## src/rtl/wb_pkg.sv

```systemverilog
// wb_pkg: shared Wishbone widths and the arbiter state encoding
package wb_pkg;
  localparam int ADR_W = 14;
  localparam int DAT_W = 32;
  localparam int SEL_W = 4;
  typedef enum logic [1:0] {IDLE = 2'd0, GNT0 = 2'd1, GNT1 = 2'd2} arb_state_t;
endpackage

```

## src/rtl/wb_arbiter2.sv

```systemverilog
// wb_arbiter2: two-master round-robin Wishbone arbiter; define WB_ARB_TIMEOUT_EN for the stalled-strobe abort
module wb_arbiter2
  import wb_pkg::*;
#(
  parameter int TIMEOUT_CYCLES = 255
) (
  input  logic             clk,
  input  logic             rst_n,
  input  logic             m0_cyc,
  input  logic             m0_stb,
  input  logic             m0_we,
  input  logic [ADR_W-1:0] m0_adr,
  input  logic [SEL_W-1:0] m0_sel,
  input  logic [DAT_W-1:0] m0_dat_mosi,
  output logic             m0_ack,
  output logic             m0_err,
  output logic [DAT_W-1:0] m0_dat_miso,
  input  logic             m1_cyc,
  input  logic             m1_stb,
  input  logic             m1_we,
  input  logic [ADR_W-1:0] m1_adr,
  input  logic [SEL_W-1:0] m1_sel,
  input  logic [DAT_W-1:0] m1_dat_mosi,
  output logic             m1_ack,
  output logic             m1_err,
  output logic [DAT_W-1:0] m1_dat_miso,
  output logic             s_cyc,
  output logic             s_stb,
  output logic             s_we,
  output logic [ADR_W-1:0] s_adr,
  output logic [SEL_W-1:0] s_sel,
  output logic [DAT_W-1:0] s_dat_mosi,
  input  logic             s_ack,
  input  logic [DAT_W-1:0] s_dat_miso,
  output logic [1:0]       grant,
  output logic             timeout
);
  arb_state_t state, state_n;
  logic last_grant, last_grant_n;
  logic g0, g1, own_cyc, own_stb, abort;
  if (TIMEOUT_CYCLES < 2 || TIMEOUT_CYCLES > 255) begin : g_bad_timeout
    $error("wb_arbiter2: TIMEOUT_CYCLES must be 2..255");
  end
  assign g0 = state == GNT0;
  assign g1 = state == GNT1;
  assign own_cyc = (g0 & m0_cyc) | (g1 & m1_cyc);
  assign own_stb = (g0 & m0_stb) | (g1 & m1_stb);
  always_ff @(posedge clk or negedge rst_n)
    if (!rst_n) begin
      state <= IDLE;
      last_grant <= 1'b1;
    end else begin
      state <= state_n;
      last_grant <= last_grant_n;
    end
  // m0 wins a tie unless it was the last owner
  always_comb begin
    state_n = state;
    last_grant_n = last_grant;
    if (state == IDLE) begin
      if (m0_cyc && (!m1_cyc || last_grant)) begin
        state_n = GNT0;
        last_grant_n = 1'b0;
      end else if (m1_cyc) begin
        state_n = GNT1;
        last_grant_n = 1'b1;
      end
    end else if (!own_cyc) state_n = IDLE;
  end
`ifdef WB_ARB_TIMEOUT_EN
  logic [7:0] cnt;
  assign abort = own_stb && cnt == 8'(TIMEOUT_CYCLES - 1);
  always_ff @(posedge clk or negedge rst_n)
    if (!rst_n) cnt <= '0;
    else if (!own_cyc || s_ack || abort) cnt <= '0;
    else if (own_stb) cnt <= cnt + 8'd1;
`else
  assign abort = 1'b0;
`endif
  assign s_cyc = own_cyc;
  assign s_stb = own_stb & ~abort;
  assign s_we = (g0 & m0_we) | (g1 & m1_we);
  assign s_adr = g0 ? m0_adr : g1 ? m1_adr : '0;
  assign s_sel = g0 ? m0_sel : g1 ? m1_sel : '0;
  assign s_dat_mosi = g0 ? m0_dat_mosi : g1 ? m1_dat_mosi : '0;
  assign m0_ack = s_ack & g0 & ~abort;
  assign m1_ack = s_ack & g1 & ~abort;
  assign m0_err = abort & g0;
  assign m1_err = abort & g1;
  assign m0_dat_miso = s_dat_miso;
  assign m1_dat_miso = s_dat_miso;
  assign grant = {g1, g0};
  assign timeout = abort;
endmodule

```

## config.mk

```make
export PLATFORM = sky130hd
export DESIGN_NAME = wb_arbiter2
export DESIGN_NICKNAME = d
export VERILOG_FILES = /design/src/rtl/wb_pkg.sv /design/src/rtl/wb_arbiter2.sv
export SDC_FILE = /design/constraint.sdc
export NUM_CORES = 1
export LEC_CHECK = 0
export BUFFER_PORTS_ARGS = -buffer_cell sky130_fd_sc_hd__buf_2
export CAP_MARGIN = 40
export CORE_AREA = 2 2 103 105
export CTS_BUF_LIST = sky130_fd_sc_hd__clkbuf_16
export DETAILED_ROUTE_END_ITERATION = 16
export DIE_AREA = 0 0 105 107
export GPL_TIMING_DRIVEN = 1
export PLACE_DENSITY = 0.46
export REMOVE_ABC_BUFFERS = 1
export SLEW_MARGIN = 15
export SYNTH_ARGS = -nofsm -noshare
export SYNTH_HDL_FRONTEND = slang
export SYNTH_SLANG_ARGS = --single-unit
```

## constraint.sdc

```tcl
create_clock -name clk -period 1.17 [get_ports clk]
set_input_delay 0.0585 -clock clk [delete_from_list [all_inputs] [get_ports clk]]
set_output_delay 0.0585 -clock clk [all_outputs]
set_load 0.005 [all_outputs]
```

== Word level (Yosys, flattened, before mapping) ==
Cells that the tools add are included.

* Input bits: 141
* Output and inout port bits: 124
* Bits in registers: 3

* Eq/ne operators: 4
* Bitwise logic cells: 11
* Muxes and demuxes: 12
* Reductions and logical operators: 7

{| class="wikitable"
|+ Operator list
! kind !! count
|-
| 32-bit 2-to-1 mux || 2
|-
| 14-bit 2-to-1 mux || 2
|-
| 1-bit bitwise AND || 8
|-
| 2-bit 2-to-1 mux || 4
|-
| 4-bit 2-to-1 mux || 2
|-
| 2-bit AND reduction || 2
|-
| 3-bit by 2-bit inequality test with 1-bit output (second input constant) || 1
|-
| 1-bit OR || 3
|-
| 2-bit by 1-bit == test with 1-bit output (second input constant) || 1
|-
| 2-bit == test (second input constant) || 1
|-
| 2-bit logical NOT || 1
|-
| 1-bit 2-to-1 mux || 2
|-
| 2-bit by 1-bit inequality test with 1-bit output (second input constant) || 1
|-
| 2-bit nonzero test || 1
|-
| 1-bit logical AND || 1
|-
| 1-bit logical NOT || 1
|-
| 1-bit logical OR || 1
|}

== Depth between registers and ports, before layout ==
* Depth in word-level cells: 5
* Mapped depth: 4
* Gate-level depth less buffers: 2

== Worst setup path after synthesis ==
No wires, ideal clock.

* Path type: reg-to-output
* Start: register state[0]
* End: output port s_adr[0]
* Slack: 0.069 ns
* Data required time: 1.112 ns
* Cell stages (with the launch flop): 5
* Path buffers: 2
* Arrival: 1.043 ns
* Path through: dfrtp_1 nor2b_1 buf_4 buf_6 a22o_1

* Cells in the longest elaborated chain, start to end: 3
* Elaborated cells between the ends (all ways): 4

{| class="wikitable"
|+ RTL lines
! item !! RTL line !! source
|-
| start: declaration || wb_arbiter2.sv:38 || <nowiki>arb_state_t state, state_n;</nowiki>
|-
| start signal: assignment || wb_arbiter2.sv:53 || <nowiki>state <= state_n;</nowiki>
|-
| 2-bit == test || wb_arbiter2.sv:45 || <nowiki>assign g1 = state == GNT1;</nowiki>
|-
| 14-bit 2-to-1 mux || wb_arbiter2.sv:83 || <nowiki>assign s_adr = g0 ? m0_adr : g1 ? m1_adr : '0;</nowiki>
|-
| 14-bit 2-to-1 mux (*) || wb_arbiter2.sv:83 ||
|-
| end: declaration || wb_arbiter2.sv:30 || <nowiki>output logic [ADR_W-1:0] s_adr,</nowiki>
|}

Mark *: on every way between the ends. The rest lies on a longest branch, timed or not.

== Final worst setup path ==
* Start: register state[1]
* End: output port s_dat_mosi[23]

* Cells in the longest elaborated chain, start to end: 3
* Elaborated cells between the ends (all ways): 4

{| class="wikitable"
|+ RTL lines
! item !! RTL line !! source
|-
| 2-bit == test || wb_arbiter2.sv:45 ||
|-
| 32-bit 2-to-1 mux || wb_arbiter2.sv:85 || <nowiki>assign s_dat_mosi = g0 ? m0_dat_mosi : g1 ? m1_dat_mosi : '0;</nowiki>
|-
| 32-bit 2-to-1 mux (*) || wb_arbiter2.sv:85 ||
|-
| end: declaration || wb_arbiter2.sv:32 || <nowiki>output logic [DAT_W-1:0] s_dat_mosi,</nowiki>
|}

Marks and branches as above.

==> flow_summary.yaml <==
sta:
  clock_skew_ns: 0.000490
  fin_setup_tns_ns: -14.54
  setup_violations: 57
  fmax_mhz: 669
  hold_viol_final: 0
  period_share_pct: 128
  rsz0062_at_grt: "yes"
  setup_ws_ns: -0.325
  min_period_ns: 1.50
  drv_slew: 0
logic_synthesis:
  synthAdderAreaFrac_pct: 0
  synth_seq_cells: 3
  syn_area_um2: 1240
  yosys.area_share.simple_pct: 4.72
  seq_area_frac_synth_pct: 6.13
  avgSynthCellArea_um2: 8.30
  synth-compound-area-share_pct: 38.4
  yosysUniqueCellTypes: 15
  syn_inst: 150
  synth_top_family_by_area: "buffers and inverters"
  synth-xor-area-share_pct: 0
  synthMuxAreaShare_pct: 0
  yosysWarnings: 0
clock_network:
  cts_buffers: 3
  cts.clk_slew.worst_paths_ns: 0.03
  cts_root_buffer: "clkbuf_16"
  htreeDepth: 1
  cts_tree: "built"
  clock_latency_ns: 0.22
  cts.path.max_buffers: 2
  cts_sinks: 3
floorplan:
  ios: 265
  die_area_um2: 11200
  rows: 37
  initial_utilization_pct: 12.3
  die_h_um: 107
  coreArea_um2: 10100
  die_w_um: 105
route:
  routed_wl_mm: 9.95
  drt_iter0_markers: 87
  vias_per_cell: 4.14
  antenna_left: 0
  num_vias: 1618
  drc: 0
  firstDrtPassIters: 4
  detail_route.wl_per_cell_um: 25.4
critical_path:
  cp-end-kind: "output pin"
  crit_fanout: 11
  cp.arrival_ns: 1.44
  required_ns: 1.11
  slowest_delay_ns: 0.39
  cp_cell_sequence: "nor2b_4 > buf_6 > a22o_1 > buf_2"
  critical_path_class: "flip-flop to output pin"
  start_kind: "flip-flop"
  crit_slowest_cell: "dfrtp_1"
  critPathTopFamily: "flip-flops"
  critPathBufInv: 2
global_routing:
  grt_pass1_wl_mm: 12.9
  grt_max_degree: 28
  grt_pass1_vias: 1642
  antenna_found_initial: 2
  overflow: 0
  grt.total_usage_pct: 16.6
finish:
  multi_input_area_um2: 629
  syn_to_final_growth_pct: 68.1
  n_fill_cell: 1155
  drive_gt1_share_pct: 76.0
  layout.cells.non_filler: 391
  register_area_um2: 76.3
  nets: 396
job:
  drv_cap: 0
placement:
  hpwl_mm: 8.79
  post-place-cells: 380
  io_buffers: 165
  place_ws_ns: -0.116
  finalWeightedCongestion: 0.844
run_status:
  violations: "setup timing"
  status: "complete, but fails checks"
pwr:
  vdd_drop_max_mv: 0.837
  p_leak_nw: 1.18
  total_power_w: 0.00261
  power_density_nw_per_um2: 1250
hold_path:
  hp-class: "primary input to flip-flop"
[power by group]
| group | internal (W) | switching (W) |
|---|---|---|
| registers | 0.000148 | 0.0000303 |
| clock network | 0.000440 | 0.0000895 |
| logic | 0.00109 | 0.000808 |
[per-stage QoR]
stage	utilization (%)	cell area (um2)	hold WS (ns)
floorplan	-	628	-0.237
global placement	17.3	1750	-0.138
detailed placement	17.3	1750	-0.133
CTS	18.6	1880	0.0876
global route	20.7	2090	0.112
finish	20.7	2090	0.0921
[layout make-up]
type | instances | area share (%)
Inverter | 1 | 0.179
Sequential cell | 3 | 3.65
Clock buffer | 3 | 3.59
Multi-Input combinational cell | 67 | 30.1
Tap cell | 136 | 8.13
Clock inverter | 1 | 0.179
Antenna cell | 1 | 0.120
Timing Repair Buffer | 179 | 54.1
[cells in the final DEF (no fill, tap or decap), types with 2 or more instances in the layout]
cell type  count
buf_2        149
dfrtp_1        2
nor2b_4        2
a22o_4         7
and2_4         2
buf_6         19
a22o_1        46
clkbuf_16      4
buf_4          3
buf_12         5
conb_1         3
inv_1          2
[sequential cells by signal (all words and copies together), names as in the netlist]
name,count
last_grant,1
state,2
[final timing paths]
check / from / endpoint / slack (ns) / cells after the start
max: state[1] / s_dat_mosi[23] / -0.33 / 4
min: m0_cyc / state[0] / 0.09 / 3
max reg2reg: state[1] / last_grant / 0.05 / 4
min reg2reg: last_grant / state[0] / 0.50 / 2
max in group asynchronous: rst_n / last_grant / 0.80 / 2
min in group asynchronous: rst_n / state[0] / 0.16 / 2
[cell usage after synthesis]
master    instances  area share [%]
a21oi_1           1            0.40
a22o_1           53              37
and2_1            3             1.5
buf_2             1            0.40
buf_4            75              45
buf_6             5             4.5
conb_1            1            0.30
dfrtp_1           2             4.0
dfstp_2           1             2.1
inv_1             1            0.30
nand2b_1          1            0.50
nand3b_1          1            0.60
nor2b_1           3             1.5
nor3b_1           1            0.60
o22a_1            1            0.70
[per-layer routing]
metal / vias up / part of all wire [%] / track usage [%]
met2: 180 / 37 / 20.8
met3: 4 / 21 / 15.9
met4: 2 / 0.23 / 2.00
met5: - / 0.45 / 5.24
met1: 744 / 41 / 20.2
li1: 688 / - / -
[repair_timing]
item / 4_1_cts / 5_1_grt
gates resized for setup: 5 / 25
buffers inserted: 2 / 2
cloned: 0 / 1
hold buffers: 1 / 0
pin swaps: 0 / 15
endpoints found under the setup margin: 57 / 57
endpoints found under the hold margin: 3 / 0
[logic make-up after synthesis]
family,count (synthesis)
other,1
flip-flops,3
buffers and inverters,82
AND/OR/NAND/NOR,9
AO/OA/AOI/OAI,55
[worst min-delay path, stage by stage]
cell	delay, ns
buf_2	0.11
nand2b_1	0.06
a21oi_1	0.04
No activity file was read; power rests on OpenSTA's default activity.
